===== config.mk =====
export PLATFORM = sky130hd
export DESIGN_NAME = ldl_rr_arbiter
export DESIGN_NICKNAME = d
export VERILOG_FILES = /design/src/rtl/ldl_arb_pkg.sv /design/src/rtl/ldl_hot2bin_pri.sv /design/src/rtl/ldl_rr_arbiter.sv
export SDC_FILE = /design/constraint.sdc
export NUM_CORES = 1
export LEC_CHECK = 0
export ABC_AREA = 1
export BUFFER_PORTS_ARGS = -buffer_cell sky130_fd_sc_hd__clkbuf_2
export CAP_MARGIN = 15
export CORE_UTILIZATION = 35
export CTS_BUF_LIST = sky130_fd_sc_hd__clkbuf_4 sky130_fd_sc_hd__clkbuf_8
export CTS_CLUSTER_DIAMETER = 60
export DETAILED_ROUTE_END_ITERATION = 7
export GPL_ROUTABILITY_DRIVEN = 0
export PLACE_DENSITY = 0.53
export SLEW_MARGIN = 20
export SYNTH_ARGS = -nofsm -noshare
export SYNTH_HDL_FRONTEND = slang
export SYNTH_HIERARCHICAL = 1
export SYNTH_SLANG_ARGS = --single-unit
export TNS_END_PERCENT = 10

===== constraint.sdc =====
create_clock -name clk -period 1.85 [get_ports clk]
set_input_delay 0.185 -clock clk [delete_from_list [all_inputs] [get_ports clk]]
set_output_delay 0.185 -clock clk [all_outputs]
set_load 0.05 [all_outputs]

===== src/rtl/ldl_arb_pkg.sv =====
// ldl_arb_pkg
// Shared types and helper functions for the round-robin arbiter.
//   arb_state_t : arbiter FSM states (IDLE, GRANT)
//   lsb_isolate : keeps only the lowest set bit of a vector
//   above_mask  : mask with every bit strictly above a pointer set
// The helpers work on the widest supported request vector (MAX_N bits).
// Callers zero-extend their operands and truncate the result back down.
package ldl_arb_pkg;

  localparam int MAX_BIN = 8;
  localparam int MAX_N   = 1 << MAX_BIN;

  typedef enum logic {
    IDLE,
    GRANT
  } arb_state_t;

  // Two's-complement trick: x & -x leaves only the lowest set bit.
  function automatic logic [MAX_N-1:0] lsb_isolate(input logic [MAX_N-1:0] x);
    return x & (~x + MAX_N'(1));
  endfunction

  // Bits (ptr+1) and upward are set; ptr itself and everything below are clear.
  function automatic logic [MAX_N-1:0] above_mask(input logic [MAX_BIN-1:0] ptr);
    logic [MAX_N-1:0] ones;
    ones = '1;
    return (ones << ptr) << 1;
  endfunction

endpackage


===== src/rtl/ldl_hot2bin_pri.sv =====
// ldl_hot2bin_pri
// Converts a one-hot vector to its binary index. If several bits happen to be
// set, the lowest index wins.
//   x     : one-hot input, 1<<BIN_WIDTH bits
//   y     : binary index of the winning bit, 0 when x is all zero
//   valid : high when any bit of x is set
module ldl_hot2bin_pri #(
  parameter int BIN_WIDTH = 3
) (
  input  logic [(1<<BIN_WIDTH)-1:0] x,
  output logic [BIN_WIDTH-1:0]      y,
  output logic                      valid
);

  localparam int N = 1 << BIN_WIDTH;

  // Scan from the top down so that the lowest set bit is the last one written.
  always_comb begin
    y = '0;
    for (int i = N - 1; i >= 0; i--) begin
      if (x[i]) begin
        y = i[BIN_WIDTH-1:0];
      end
    end
  end

  assign valid = |x;

endmodule


===== src/rtl/ldl_rr_arbiter.sv =====
// ldl_rr_arbiter
// Round-robin arbiter for 1<<BIN_WIDTH requesters. A grant is held until the
// grantee pulses done. The optional watchdog (MAX_HOLD > 0) forces a release
// after MAX_HOLD cycles. On a release the next winner is loaded in the same
// cycle, so back-to-back grants have no idle bubble.
//   clk       : rising-edge clock
//   rst       : synchronous active-high reset
//   req       : request vector, bit i is requester i
//   done      : release pulse from the current grantee
//   gnt       : registered one-hot grant, zero when idle
//   gnt_id    : binary index of gnt
//   gnt_valid : high while a grant is held
//   timeout   : one-cycle pulse after a watchdog release
module ldl_rr_arbiter
  import ldl_arb_pkg::*;
#(
  parameter int BIN_WIDTH = 3,
  parameter int MAX_HOLD  = 0
) (
  input  logic                      clk,
  input  logic                      rst,
  input  logic [(1<<BIN_WIDTH)-1:0] req,
  input  logic                      done,
  output logic [(1<<BIN_WIDTH)-1:0] gnt,
  output logic [BIN_WIDTH-1:0]      gnt_id,
  output logic                      gnt_valid,
  output logic                      timeout
);

  localparam int N      = 1 << BIN_WIDTH;
  localparam int HOLD_W = (MAX_HOLD > 0) ? $clog2(MAX_HOLD + 1) : 1;
  localparam logic [HOLD_W-1:0] HOLD_LAST = (MAX_HOLD > 0) ? HOLD_W'(MAX_HOLD - 1) : '0;

  arb_state_t         state_q, state_d;
  logic [N-1:0]       gnt_q, gnt_d;
  logic [BIN_WIDTH-1:0] ptr_q, ptr_d;
  logic [HOLD_W-1:0]  hold_q, hold_d;
  logic               timeout_q, timeout_d;

  logic [MAX_N-1:0]   req_ext;
  logic [MAX_BIN-1:0] ptr_ext;
  logic [MAX_N-1:0]   masked_ext;
  logic [N-1:0]       winner;
  logic [BIN_WIDTH-1:0] winner_id;
  logic               watchdog;
  logic               release_now;

  // Round-robin pick: requesters above the last grantee are preferred. When
  // none of them ask, the lowest requester overall wins, which is how the
  // pointer wraps from N-1 back to 0. The winner is isolated to a single bit
  // before anything encodes it.
  always_comb begin
    req_ext = '0;
    req_ext[N-1:0] = req;
    ptr_ext = '0;
    ptr_ext[BIN_WIDTH-1:0] = ptr_q;
    masked_ext = req_ext & above_mask(ptr_ext);
    winner = N'(lsb_isolate((masked_ext != '0) ? masked_ext : req_ext));
    winner_id = '0;
    for (int i = 0; i < N; i++) begin
      if (winner[i]) begin
        winner_id = i[BIN_WIDTH-1:0];
      end
    end
  end

  // The watchdog fires only when done is absent, so a done that lands on the
  // limit cycle counts as an ordinary release.
  assign watchdog    = (MAX_HOLD > 0) && (hold_q == HOLD_LAST) && !done;
  assign release_now = done || watchdog;

  // Next-state logic. A release re-runs arbitration immediately. The same
  // requester may win again if it is the only one still asking.
  always_comb begin
    state_d   = state_q;
    gnt_d     = gnt_q;
    ptr_d     = ptr_q;
    hold_d    = hold_q;
    timeout_d = 1'b0;
    case (state_q)
      IDLE: begin
        if (|req) begin
          state_d = GRANT;
          gnt_d   = winner;
          ptr_d   = winner_id;
          hold_d  = '0;
        end
      end
      GRANT: begin
        if (release_now) begin
          timeout_d = watchdog;
          hold_d    = '0;
          if (|req) begin
            gnt_d = winner;
            ptr_d = winner_id;
          end else begin
            state_d = IDLE;
            gnt_d   = '0;
          end
        end else if (hold_q != HOLD_LAST) begin
          hold_d = hold_q + HOLD_W'(1);
        end
      end
      default: begin
        state_d = IDLE;
        gnt_d   = '0;
      end
    endcase
  end

  // Reset parks the pointer on N-1 so that the first grant favours index 0.
  // A reset during a grant drops it silently, with no timeout pulse.
  always_ff @(posedge clk) begin
    if (rst) begin
      state_q   <= IDLE;
      gnt_q     <= '0;
      ptr_q     <= BIN_WIDTH'(N - 1);
      hold_q    <= '0;
      timeout_q <= 1'b0;
    end else begin
      state_q   <= state_d;
      gnt_q     <= gnt_d;
      ptr_q     <= ptr_d;
      hold_q    <= hold_d;
      timeout_q <= timeout_d;
    end
  end

  ldl_hot2bin_pri #(.BIN_WIDTH(BIN_WIDTH)) u_enc (
    .x     (gnt_q),
    .y     (gnt_id),
    .valid (gnt_valid)
  );

  assign gnt     = gnt_q;
  assign timeout = timeout_q;

endmodule


# Yosys cells after proc, flatten, opt, wreduce, memory -nomap -nowiden
# Cells that the tools add are included.
# totals
romBits	0
input_bits	11
reg_bits	12
latch_bits	0
ram_bits	0
output_inout_bits	13
mem_count	0
elab_cells	41
# classes
n_addsub	1
bitwise_logic	4
mul	0
n_div	0
n_eq_ne	2
reduce_logical	4
n_shift	1
magnitude_cmp	0
muxes	26
# ops
operator	n
$and A8 B256 Y256	1
$reduce_bool A256 Y1	1
$shl A256 B3 Y255 const A	1
$mux W3	14
$mux W8	4
$pmux W8 S2	1
$reduce_or A8 Y1	2
$add A8 B1 Y8 const B	1
$and A8 B8 Y8	1
$not A8 Y8	1
$pmux W3 S2	1
$mux W2	2
$ne A2 B2 Y1 const B	2
$mux W1	3
$pmux W1 S2	1
$reduce_and A2 Y1	1
$not A1 Y1	1

# Logic depth before layout (Yosys ltp)
# depth
ltp_word	17
mapped_depth	14
mapped_depth_nobuf	14

# Hierarchy
# The synthesis kept the hierarchy.
# by_module_without_submodules
module	area_per_inst_um2	cells_per_inst	seq_area_each_um2	instances
ldl_rr_arbiter	875.8	128	240.2	1
ldl_hot2bin_pri	98.8	22	0.0	1

# Worst setup path before layout
# OpenSTA, ideal clock, no wires.
# synth_timing
path_type	reg2out
start	reg gnt_q[5], in the netlist gnt[5]
end	out gnt_id[0]
arrival_ns	1.743
path_buffers	0
path_slack_ns	-0.078
stages_incl_launch_ff	7
required_ns	1.665
cell_sequence	dfxtp_1 > inv_1 > nand2_1 > nand2_1 > nand2_1 > nand2_1 > a21oi_1
# synth_via
elab_chain_cells	6
# synth_lines
element	line_no	text
start: declaration	ldl_rr_arbiter.sv:35	logic [N-1:0] gnt_q, gnt_d;
start signal: assignment	ldl_rr_arbiter.sv:122	gnt_q <= gnt_d;
$mux W3 (6 in a row)	ldl_hot2bin_pri.sv:21	if (x[i]) begin
end: declaration	ldl_rr_arbiter.sv:25	output logic [BIN_WIDTH-1:0] gnt_id,
# Every way passes these cells.

# Worst setup path in the final report
# layout_timing
start	reg ptr_q[0]
end	reg ptr_q[0]
# layout_via
elab_chain_cells	17
# layout_lines
element	line_no	text
start: declaration	ldl_rr_arbiter.sv:36	logic [BIN_WIDTH-1:0] ptr_q, ptr_d;
start signal: assignment	ldl_rr_arbiter.sv:117	ptr_q <= BIN_WIDTH'(N - 1);
start signal: assignment	ldl_rr_arbiter.sv:123	ptr_q <= ptr_d;
$shl A256 B3 Y255	ldl_arb_pkg.sv:27	return (ones << ptr) << 1;
$and A8 B256 Y256	ldl_rr_arbiter.sv:57	masked_ext = req_ext & above_mask(ptr_ext);
$reduce_bool A256 Y1	ldl_rr_arbiter.sv:58	winner = N'(lsb_isolate((masked_ext != '0) ? masked_ext : req_ext));
$mux W8	ldl_rr_arbiter.sv:58	
$not A8 Y8	ldl_arb_pkg.sv:20	return x & (~x + MAX_N'(1));
$add A8 B1 Y8	ldl_arb_pkg.sv:20	
$and A8 B8 Y8	ldl_arb_pkg.sv:20	
$mux W1	ldl_rr_arbiter.sv:61	if (winner[i]) begin
$mux W2 (2 in a row)	ldl_rr_arbiter.sv:61	
$mux W3 (4 in a row)	ldl_rr_arbiter.sv:61	
$mux W3 (*)	ldl_rr_arbiter.sv:82, ldl_rr_arbiter.sv:93	
$mux W3	ldl_rr_arbiter.sv:90	if (release_now) begin
$pmux W3 S2 (*)	ldl_rr_arbiter.sv:80	case (state_q)
# Every way passes the cells marked *; elsewhere a longest branch is shown, timed or not. The select of a mux whose other input is x is not followed.
# A chain may end at the register's enable or synchronous reset.

==> insert_results.sql <==
INSERT INTO impl_metrics (metric_group, metric, value, unit) VALUES
('run_status', 'status', 'finished, final reports clean', ''),
('drt', 'detailroute.via_count', '981', ''),
('placement', 'port_buffers', '22', ''),
('cts', 'cts.clk_slew.worst_paths', '0.08', 'ns'),
('floorplanning', 'fp.dieArea', '3000', 'um2'),
('finish', 'layout.cell_area.non_filler', '1160', 'um2'),
('yosys', 'share_of_synthesized_area_occupied_by_flip_flops_and_latches', '24.6', '%'),
('power_and_ir_drop', 'power.static_leakage', '0.000599', 'uW'),
('timing', 'shortest_period_the_worst_path_allows', '1.71', 'ns'),
('yosys', 'yosys.area.top_type_share', '24.6', '%'),
('yosys', 'synth_top_cell_by_area', 'dfxtp_1', ''),
('finish', 'antenna_cells', '0', ''),
('yosys', 'ys_ff_latch', '12', ''),
('worst_setup_path', 'path_class', 'flip-flop to flip-flop', ''),
('global_routing', 'grt_overflow', '0', ''),
('worst_setup_path', 'data_arrival_time_at_the_worst_slack_endpoint', '1.89', 'ns'),
('timing', 'fin_ws', '0.142', 'ns'),
('yosys', 'synth-warning-count', '6', ''),
('worst_setup_path', 'critPathLaunchType', 'flip-flop', ''),
('global_routing', 'grt_pass1_vias', '789', ''),
('floorplanning', 'core', '2540', 'um2'),
('timing', 'max_clock_freq', '0.585', 'GHz'),
('yosys', 'synth_cell_type_count', '24', ''),
('timing', 'finalSetupViolCount', '0', ''),
('worst_setup_path', 'crit_path_max_fanout', '7', ''),
('min_path', 'hold_class', 'input pin to flip-flop', ''),
('cts', 'root_buffer', 'clkbuf_4', ''),
('flow_run', 'timing.max_cap.violations', '0', ''),
('global_routing', 'global_route.usage.total', '16.4', '%'),
('yosys', 'number_of_instances_in_the_synthesized_netlist', '150', ''),
('finish', 'area.sequential', '241', 'um2'),
('finish', 'fin_nets', '186', ''),
('floorplanning', 'start_util', '38.3', '%'),
('cts', 'worst_skew_pair.late_latency', '0.27', 'ns'),
('cts', 'cts_buffers', '3', ''),
('timing', 'timing_hold_violations_final', '0', ''),
('cts', 'h-tree-depth', '1', ''),
('floorplanning', 'design.portCount', '24', ''),
('cts', 'ctsLongestPathBuffers', '2', ''),
('floorplanning', 'dieWidth', '54.8', 'um'),
('drt', 'route.detailed.vias_per_inst', '4.81', ''),
('power_and_ir_drop', 'powerDensity', '1790', 'nW/um2'),
('floorplanning', 'die_y', '54.8', 'um'),
('drt', 'drc', '0', ''),
('finish', 'post_route_cells_drive_above_1_share', '36.8', '%'),
('timing', 'hold_slack', '0.202', 'ns'),
('finish', 'areaGrowthSynthToFinish', '18.7', '%'),
('finish', 'fillerInstances', '281', ''),
('global_routing', 'pin_count_of_the_biggest_net_entering_global_routing', '13', ''),
('drt', 'count_of_antenna_violating_nets_left_after_detailed_routing', '0', ''),
('global_routing', 'first_pass_grt_wire_length', '3.39', 'mm'),
('cts', 'clock_sink_count', '12', ''),
('timing', 'timing.final.max_slew_violations', '0', ''),
('drt', 'routed_wire_length_per_instance', '10.7', 'um'),
('timing', 'setup_repair_after_global_routing_missed_its_margin', 'yes', ''),
('yosys', 'yosys-top-cells-area', 'dfxtp_1, nand2_1, nand3_2', ''),
('placement', 'place_hpwl', '1.77', 'mm'),
('placement', 'dp_worst_setup_slack', '0.135', 'ns'),
('drt', 'detailedRoute.firstPassIterationCount', '4', ''),
('floorplanning', 'placementRows', '18', ''),
('worst_setup_path', 'worstPathRequired', '2.03', 'ns'),
('cts', 'clock_tree_from_tritoncts', 'yes', ''),
('yosys', 'syn_avg_cell_area', '6.50', 'um2'),
('drt', 'drt_first_iter_violations', '19', ''),
('power_and_ir_drop', 'irDropWorstVdd', '1.05', 'mV'),
('drt', 'final_wirelength', '2.18', 'mm'),
('yosys', 'synthesis.nets', '161', ''),
('timing', 'final_min_period_over_clock_period', '92.3', '%'),
('worst_setup_path', 'worstSetupEndpointType', 'flip-flop', ''),
('placement', 'postPlaceCellArea', '1110', 'um2'),
('timing', 'fin_clk_skew', '0.00355', 'ns'),
('yosys', 'post_synth_instance_area', '975', 'um2'),
('global_routing', 'antenna_found_initial', '0', ''),
('finish', 'final_core_util', '45.5', '%'),
('finish', 'multi_input_comb_area', '657', 'um2');
==> layout by cell type, fill, tap and decap left out, drive strengths merged <==
master / n
o21ai: 1
nand2: 54
a31oi: 1
inv: 20
nand3: 19
o211ai: 1
clkbuf: 26
nor2: 16
and2: 1
a21oi: 13
nand4: 6
nor3: 2
conb: 1
or2: 1
dfxtp: 12
==> final cells by class <==
type                            count  area share (%)
Multi-Input combinational cell    116            56.8
Sequential cell                    12            20.9
Tap cell                           30            3.24
Inverter                           20            6.49
Clock buffer                        4            3.14
Timing Repair Buffer               22            9.51
==> worst max-delay path, stage by stage, from the launching register on <==
cell,delay [ns]
dfxtp_1,0.45
nand2_1,0.10
nand3_2,0.09
nand2_2,0.06
nor2_4,0.22
nand3_2,0.11
nand2_2,0.13
inv_1,0.05
nand2_1,0.05
nor2_1,0.05
nand4_1,0.09
and2_1,0.14
nand2_1,0.04
==> synth_stat cells <==
cell,count
o211ai_1,1
nor2_8,1
nand3_2,8
a21oi_1,12
or2_1,1
o21ai_0,1
conb_1,1
clkbuf_1,1
dfxtp_1,12
nor2_2,5
a31oi_1,1
nand2_4,1
buf_4,1
a21oi_2,1
inv_1,17
nor3_2,2
nor2_4,3
nand4_1,6
nand3_1,11
nor2_1,7
and2_1,1
nand2_2,12
inv_2,3
nand2_1,41
==> power breakdown <==
part | internal (uW) | switching [uW] | leakage (uW) | total [uW]
sequential | 326 | 87.4 | 0.0000985 | 413
clock | 120 | 91.2 | 0.0000210 | 211
combinational | 427 | 1020 | 0.000479 | 1450
total | 872 | 1200 | 0.000599 | 2070
==> sequential cells by signal, indices dropped and copies added (netlist names) <==
name / cells
gnt: 8
ptr_q: 3
state_q: 1
==> logic make-up after synthesis <==
family	count (synthesis)	synth area share, %
DFF	12	24.6
and+or+nand+nor	99	57.1
buffers and inverters	22	8.86
AOI/OAI and AO/OA	16	8.99
other	1	0.385
==> routing by layer <==
metal	wire, um	global-route usage, %
met1	1060	22.0
met2	997	24.5
met3	130	6.11
met4	0	3.85
met5	0	0
==> worst paths after layout <==
check | start | slack [ns] | end | cells after the start
setup reg to reg | ptr_q[0]$_SDFFE_PP1P_ | 0.14 | ptr_q[0]$_SDFFE_PP1P_ | 12
setup / recovery | ptr_q[0]$_SDFFE_PP1P_ | 0.14 | ptr_q[0]$_SDFFE_PP1P_ | 12
hold / removal | done | 0.20 | state_q$_SDFF_PP0_ | 4
hold reg to reg | gnt[2]$_SDFFE_PP0P_ | 0.49 | gnt[2]$_SDFFE_PP0P_ | 2
==> through the flow <==
stage / setup TNS (ns) / power, uW / std cells
finish: 0 / 2070 / 204
detailed placement: 0 / 1850 / 200
global route: -0.0229 / 2250 / 204
global placement: 0 / 1850 / 200
floorplan: -0.0361 / 1600 / 150
CTS: 0 / 2070 / 204
==> timing repair <==
item / in CTS / in global routing
endpoints found under the setup margin: 0 / 4
setup buffers: 0 / 0
gates resized for setup: 0 / 2
hold buffers: 0 / 0
hold endpoints to repair: 0 / 0
No activity file was read; power rests on OpenSTA's default activity.
